**config.mk**
```make
export PLATFORM = sky130hd
export DESIGN_NAME = csa_cpa_pipe
export DESIGN_NICKNAME = d
export VERILOG_FILES = /design/src/rtl/csa_cpa_pipe.sv
export SDC_FILE = /design/constraint.sdc
export NUM_CORES = 1
export LEC_CHECK = 0
export BUFFER_PORTS_ARGS = -buffer_cell sky130_fd_sc_hd__buf_4
export CORE_UTILIZATION = 24
export CTS_BUF_LIST = sky130_fd_sc_hd__clkbuf_4 sky130_fd_sc_hd__clkbuf_8 sky130_fd_sc_hd__clkbuf_16
export DETAILED_ROUTE_END_ITERATION = 8
export GPL_TIMING_DRIVEN = 0
export PLACE_DENSITY_LB_ADDON = 0.1
export SLEW_MARGIN = 20
export SYNTH_ARGS = -nofsm -noshare
export SYNTH_HDL_FRONTEND = slang
export SYNTH_SLANG_ARGS = --single-unit
```
**constraint.sdc**
```tcl
create_clock -name clk -period 3.35 [get_ports clk]
set_input_delay 0.1675 -clock clk [delete_from_list [all_inputs] [get_ports clk]]
set_output_delay 0.1675 -clock clk [all_outputs]
set_load 0.05 [all_outputs]
```
**src/rtl/csa_cpa_pipe.sv**
```systemverilog
// Pipelined carry-propagate adder: collapses a CSA (carry, sum) pair one CHUNK per stage, STAGES-cycle latency.
// A single global advance (out_ready | ~out_valid) moves or freezes every stage, so in_ready is combinational from out_ready.
module csa_cpa_pipe #(
    parameter  int SIZE   = 40,
    parameter  int CHUNK  = 16,
    localparam int STAGES = (SIZE + CHUNK - 1) / CHUNK
) (
    input  logic            clk,
    input  logic            rst_n,
    input  logic            in_valid,
    output logic            in_ready,
    input  logic [SIZE-1:0] in_c,
    input  logic [SIZE-1:0] in_s,
    output logic            out_valid,
    input  logic            out_ready,
    output logic [SIZE-1:0] out_sum
);

    logic            w_adv;
    logic            w_vld_q [STAGES];
    logic            w_cy_q  [STAGES];
    logic [SIZE-1:0] w_a_q   [STAGES];
    logic [SIZE-1:0] w_b_q   [STAGES];
    logic [SIZE-1:0] w_res_q [STAGES];

    assign w_adv     = out_ready | ~w_vld_q[STAGES-1];
    assign in_ready  = w_adv;
    assign out_valid = w_vld_q[STAGES-1];
    assign out_sum   = w_res_q[STAGES-1];

    for (genvar k = 0; k < STAGES; k++) begin : g_stage
        localparam int LO = k * CHUNK;
        localparam int W  = (k == STAGES - 1) ? (SIZE - LO) : CHUNK;

        logic            w_vld;
        logic            w_cy;
        logic [SIZE-1:0] w_a;
        logic [SIZE-1:0] w_b;
        logic [SIZE-1:0] w_res;
        logic [W:0]      w_sum;
        logic [SIZE-1:0] w_res_nxt;
        logic            w_unused;

        logic            r_vld;
        logic            r_cy;
        logic [SIZE-1:0] r_a;
        logic [SIZE-1:0] r_b;
        logic [SIZE-1:0] r_res;

        if (k == 0) begin : g_head
            assign w_vld = in_valid;
            assign w_cy  = 1'b0;
            assign w_a   = in_c;
            assign w_b   = in_s;
            assign w_res = '0;
        end else begin : g_body
            assign w_vld = w_vld_q[k-1];
            assign w_cy  = w_cy_q[k-1];
            assign w_a   = w_a_q[k-1];
            assign w_b   = w_b_q[k-1];
            assign w_res = w_res_q[k-1];
        end

        // Only chunk k of the operands is consumed here; the rest rides along for later stages.
        assign w_sum    = {1'b0, w_a[LO +: W]} + {1'b0, w_b[LO +: W]} + (W+1)'(w_cy);
        assign w_unused = ^{w_a, w_b};

        always_comb begin
            w_res_nxt           = w_res;
            w_res_nxt[LO +: W]  = w_sum[W-1:0];
        end

        always_ff @(posedge clk or negedge rst_n) begin
            if (!rst_n) begin
                r_vld <= 1'b0;
                r_cy  <= 1'b0;
                r_a   <= '0;
                r_b   <= '0;
                r_res <= '0;
            end else if (w_adv) begin
                r_vld <= w_vld;
                r_cy  <= w_sum[W];
                r_a   <= w_a;
                r_b   <= w_b;
                r_res <= w_res_nxt;
            end
        end

        assign w_vld_q[k] = r_vld;
        assign w_cy_q[k]  = r_cy;
        assign w_a_q[k]   = r_a;
        assign w_b_q[k]   = r_b;
        assign w_res_q[k] = r_res;
    end

    // Top carry is dropped (mod 2^SIZE); the last stage's operand copies are never consumed.
    logic w_unused_tail;
    assign w_unused_tail = ^{w_a_q[STAGES-1], w_b_q[STAGES-1], w_cy_q[STAGES-1]};

endmodule

```
==> results of run 1 <==
-- how the worst max path moves through the flow --
stage	slack, ps	from	end	depth (start not counted)
after floorplan	850	g_stage[0].r_cy	g_stage[1].r_cy	8
after global placement	350	g_stage[0].r_cy	g_stage[1].r_cy	8
after detailed placement	360	g_stage[0].r_cy	g_stage[1].r_cy	8
after CTS	340	g_stage[0].r_cy	g_stage[1].r_cy	8
after global routing	200	g_stage[0].r_cy	g_stage[1].r_cy	8
final	380	g_stage[0].r_cy	g_stage[1].r_cy	8
-- state kept, by name, indices dropped and copies added (netlist names) --
name,flops
g_stage.r_vld,2
out_sum,40
g_stage.r_cy,2
g_stage.r_res,48
g_stage.r_a,32
g_stage.r_b,32
out_valid,1
-- worst register-to-register path, cell delays in order, from the launching register on --
cell	delay [ps]
dfrtp_1	420
fa_1	490
fa_1	440
a21o_1	210
a21boi_1	360
o31ai_2	180
a221oi_2	400
a211oi_1	160
a21o_1	200
-- per-stage QoR --
step	cell area [um^2]	setup WS, ps	hold slack, ps	utilization	total power (W)
6_report	10200	382	129	0.324	0.00891
5_1_grt	10200	197	139	0.324	0.00959
4_1_cts	10200	337	126	0.324	0.00907
3_5_place_dp	9130	362	212	0.290	0.00706
3_3_place_gp	9100	352	368	0.289	0.00702
2_1_floorplan	7660	849	-128	-	0.00574
-- report_power, final --
group / switching [W] / internal, W / total [W]
sequential: 0.000450 / 0.00263 / 0.00308
clock: 0.000931 / 0.000995 / 0.00193
combinational: 0.00253 / 0.00138 / 0.00391
total: 0.00391 / 0.00500 / 0.00891
-- cell usage in the layout (no fill, tap or decap), types with 13 or more instances in the layout --
master	count
o21ai_1	13
xnor2_1	17
buf_2	13
dfrtp_1	157
clkbuf_16	17
nor2_1	22
xor2_1	16
a21o_1	22
dlygate4sd3_1	50
o21ai_0	17
buf_4	126
clkbuf_1	23
nand2_1	389
ha_1	37
a21oi_1	41
-- logic make-up after synthesis --
group                    synth area share
buffers and inverters              0.0310
AND/OR/NAND/NOR                     0.225
adder cells (fa/ha/maj)            0.0735
flip-flops                          0.513
XOR/XNOR                           0.0378
AO/OA/AOI/OAI                       0.119
-- layout make-up --
class | instances | area [um^2] | share of cell area
Buffer | 41 | 208 | 0.0204
Clock buffer | 17 | 425 | 0.0417
Clock inverter | 15 | 144 | 0.0141
Inverter | 8 | 30.0 | 0.00294
Multi-Input combinational cell | 654 | 3490 | 0.342
Sequential cell | 157 | 3930 | 0.385
Tap cell | 402 | 503 | 0.0493
Timing Repair Buffer | 176 | 1470 | 0.144
-- layer usage --
metal | GRT usage | part of all wire
met5 | 0 | 0
met1 | 0.198 | 0.49
met4 | 0.0349 | 0.0092
met2 | 0.234 | 0.47
met3 | 0.0249 | 0.028
==> metrics.yaml, run 1 <==
outcome: "completed"
worst_setup_hold_path_clk_slew_ps: 70
cp_data_arrival_time_ps: 3290
r2r_end: "g_stage[1].r_cy"
hold_start: "in_s[0]"
stdcell_count: 1470
critPathMaxStageDelay_ps: 490
avgViaCountPerCell: 4.29
global_route_wire_length_before_repair_mm: 35.8
synth.ff_latch_count: 157
gp_routability_congestion: 0.749
antenna_violations_before_repair: 0
post-synth-top-area-fraction: 0.513
syn_nets: 986
cts_bufs_inserted: 17
floorplan.die_area_um2: 32600
final_max_slew_viol_count: 0
initial_utilization: 0.243
route.detailed.wl_per_inst_um: 15.2
antenna_cells: 0
min_delay_worst_endpoint: "g_stage[0].r_res[0]"
powerDensity_nw_per_um2: 873
max-cap-violations: 0
finClkSkew_ps: 10.8
floorplan.core_area_um2: 31500
grt_util_all_layers: 0.144
final.min_clock_period_ps: 2970
slew_headroom: 0.437
nFillCells: 3344
cts_buffer_depth: 2
critPathBufInv: 0
postSynth.asyncResetShare: 1.00
synth.avg_cell_area_um2: 8.90
synth-warning-count: 0
critical_path.reg2reg.startpoint: "g_stage[0].r_cy"
post_cts.resized_instances: 0
synth-seq-area-share: 0.513
totalWireLength_mm: 22.3
critical_path.startpoint_type: "flop"
drt.antenna.violating_nets: 0
post_cts_buffers: 0
pin_count_of_the_biggest_net_entering_global_routing: 80
worst-r2r-cell-count: 8
initialDrtViolationCount: 337
io-pin-count: 126
clockRootBuffer: "clkbuf_16"
drive_above_1_share: 0.176
netlist_top_cells_count: "nand2_1 (389), dfrtp_1 (157), a21oi_1 (41)"
synth_edf_count: 0
hold_buffers: 50
worstPathMaxFanout: 3
place.port_buffers: 125
worstPathRequired_ps: 3670
max_slew.worst_pin.slew_ps: 844
synth_area_leaders: "dfrtp_1 (51%), nand2_1 (19%), ha_1 (6.0%)"
remaining_drc_errors: 0
hold_path_depth: 4
setup.reg_to_reg.worst_slack_ps: 380
power.ir.vdd_worst_mv: 0.406
rows: 65
die_y_um: 181
synth.distinct_cells: 56
netlist_area_um2: 7660
grt.overflow.total: 0
die_width_um: 181
critPathTopFamily: "compound AO/OA/AOI/OAI gates"
worstPathCellList: "fa_1 > fa_1 > a21o_1 > a21boi_1 > o31ai_2 > a221oi_2 > a211oi_1 > a21o_1"
hpwl_mm: 16.2
grt_pass1_vias: 6346
number_of_cells_after_detailed_placement: 1388
synthDominantAreaCellType: "dfrtp_1"
layout_worst_path_cycle_share: 0.886
clock-sinks: 157
cp-end-kind: "flop"
first_pass_iters: 4
worstHoldPathType: "in -> reg"
post-synth-top-count-cell: "nand2_1"
timing_hold_violations_final: 0
worst_skew_pair.late_latency_ps: 430
num_vias: 6313
nNetsFinal: 1181
fin_tns_setup_ps: 0
syn_inst: 860
crit_slowest_cell: "fa_1"
finalSetupViolCount: 0
flow.area_growth_from_synthesis_pct: 33.3
rsz_0062_raised_after_global_routing: "false"
static-leakage-power_nw: 5.19
h_tree_depth: 4
maxClockFrequency_mhz: 337
cts_tree: "built"
ys.flop_type: "dfrtp_1"
critical_path_class: "reg -> reg"
Note: power is estimated with default switching activity, not from simulation.
==> inputs of run 2 (changes only) <==
CAP_MARGIN = 20   (was default)
GPL_TIMING_DRIVEN = 1   (was 0)
==> metrics.yaml, run 2 (synthesis gave the netlist of run 1 again) <==
powerDensity_nw_per_um2: 864  # was 873 nW/um^2
cts_bufs_inserted: 17  # unchanged
io-pin-count: 126  # unchanged
grt.overflow.total: 0  # unchanged
timing_hold_violations_final: 0  # unchanged
worst_skew_pair.late_latency_ps: 430  # about the same
initial_utilization: 0.243  # unchanged
cp_data_arrival_time_ps: 3140  # was 3290 ps
final_max_slew_viol_count: 0  # unchanged
stdcell_count: 1434  # was 1470
worstPathRequired_ps: 3670  # about the same
globalRoute.busiestLayer: "met2"  # unchanged
register_containing_the_most_flip_flops_in_the_final_layout: "g_stage.r_res"  # unchanged
drt.antenna.violating_nets: 0  # unchanged
drive_above_1_share: 0.171  # was 0.176
nNetsFinal: 1145  # was 1181
fin_tns_setup_ps: 0  # unchanged
h_tree_depth: 4  # unchanged
layout_worst_path_cycle_share: 0.840  # was 0.886
finClkSkew_ps: 10.9  # was 10.8 ps
antenna_cells: 0  # unchanged
global_route_wire_length_before_repair_mm: 31.5  # was 35.8 mm
maxClockFrequency_mhz: 355  # was 337 MHz
critical_path_class: "reg -> reg"  # unchanged
place.port_buffers: 125  # unchanged
cp-end-kind: "flop"  # unchanged
grt_util_all_layers: 0.120  # was 0.144
outcome: "completed"  # unchanged
worstHoldPathType: "in -> reg"  # unchanged
antenna_violations_before_repair: 0  # unchanged
worstPathCellList: "fa_1 > fa_1 > a21o_1 > a21boi_1 > o31ai_2 > a221oi_2 > a211oi_1 > a21o_1"  # unchanged
avgViaCountPerCell: 4.25  # was 4.29
power.ir.vdd_worst_mv: 0.381  # was 0.406 mV
gr-usage-met1: 0.164  # was 0.198
rows: 65  # unchanged
die_y_um: 181  # unchanged
num_vias: 6088  # was 6313
static-leakage-power_nw: 5.09  # was 5.19 nW
crit_slowest_cell: "fa_1"  # unchanged
flow.area_growth_from_synthesis_pct: 31.6  # was 33.3%
cts_tree: "built"  # unchanged
post_cts_buffers: 0  # unchanged
hpwl_mm: 12.4  # was 16.2 mm
worst_setup_hold_path_clk_slew_ps: 70  # about the same
critical_path.startpoint_type: "flop"  # unchanged
grt_pass1_vias: 6156  # was 6346
critPathMaxStageDelay_ps: 490  # about the same
totalWireLength_mm: 18.6  # was 22.3 mm
number_of_cells_after_detailed_placement: 1352  # was 1388
layout_common_cells: "nand2_1 (389), dfrtp_1 (157), buf_4 (126), dlygate4sd3_1 (50), a21oi_1 (41)"  # unchanged
clockRootBuffer: "clkbuf_16"  # unchanged
slew_headroom: 0.350  # was 0.437
clock-sinks: 157  # unchanged
grt_util_met2: 0.191  # was 0.234
first_pass_iters: 4  # unchanged
worstPathMaxFanout: 3  # unchanged
pin_count_of_the_biggest_net_entering_global_routing: 165  # was 80
final.min_clock_period_ps: 2820  # was 2970 ps
finalSetupViolCount: 0  # unchanged
remaining_drc_errors: 0  # unchanged
most_common_cell_after_layout_fill_and_taps_aside: "nand2_1"  # unchanged
max_slew.worst_pin.slew_ps: 975  # was 844 ps
route.detailed.wl_per_inst_um: 13.0  # was 15.2 um
largest_register_ff_count: 48  # unchanged
grt.met3_usage: 0.0243  # was 0.0249
hold_buffers: 50  # unchanged
gp_routability_congestion: 0.745  # was 0.749
die_width_um: 181  # unchanged
initialDrtViolationCount: 317  # was 337
floorplan.core_area_um2: 31500  # unchanged
cts_buffer_depth: 2  # unchanged
rsz_0062_raised_after_global_routing: "false"  # unchanged
max-cap-violations: 0  # unchanged
post_cts.resized_instances: 0  # unchanged
floorplan.die_area_um2: 32600  # unchanged
==> run 2: changes by cell type in the layout (fill, tap and decap cells not counted), sizes merged <==
cell,change
buf,-10
bufinv,+1
clkbuf,-25
inv,-6
clkinvlp,+5
clkinv,-1
==> run 2: area by class of cell <==
cell class | instances | area, um^2
Clock inverter | 14 | 134
Clock buffer | 18 | 439
Sequential cell | 157 | 3930
Fill cell | 3362 | 21400
Inverter | 8 | 32.5
Tap cell | 402 | 503
Timing Repair Buffer | 181 | 1540
Multi-Input combinational cell | 654 | 3500
==> run 2: final timing paths <==
path	from	to	slack, ps	cells after the start
min in group asynchronous	rst_n	g_stage[0].r_a[32]	420	2
worst min register to register	g_stage[1].r_vld	out_valid	460	1
worst min-delay path	in_s[0]	g_stage[0].r_res[0]	120	4
worst max register to register	g_stage[0].r_cy	g_stage[1].r_cy	530	8
max in group asynchronous	rst_n	g_stage[0].r_a[18]	2080	3
worst max-delay path	g_stage[0].r_cy	g_stage[1].r_cy	530	8
==> run 2: where the power goes <==
part | switching (W) | internal (W)
logic | 0.00239 | 0.00136
registers | 0.000423 | 0.00263
clock network | 0.000855 | 0.00106
==> run 2: routing by layer <==
metal / wire (um) / up-vias
met2: 8570 / 73
li1: - / 3137
met4: 189 / 0
met1: 9400 / 2868
met3: 431 / 10
met5: 0 / -
==> run 2: worst max-delay path, delay by kind of cell (launching register included) <==
family	cells	cell delay, ps
flip-flops	1	400
adder cells (fa/ha/maj)	2	930
AO/OA/AOI/OAI	6	1380
==> run 2: per-stage QoR <==
stage                     setup WS (ps)  instance area, um^2  hold WS (ps)  utilization  total power [W]
after global placement              575                 9000           369        0.286          0.00686
after global routing                365                10100           149        0.320          0.00941
final                               535                10100           119        0.320          0.00871
after CTS                           511                10100           117        0.320          0.00890
after detailed placement            535                 9000           364        0.286          0.00688
after floorplan                     849                 7660          -128            -          0.00574
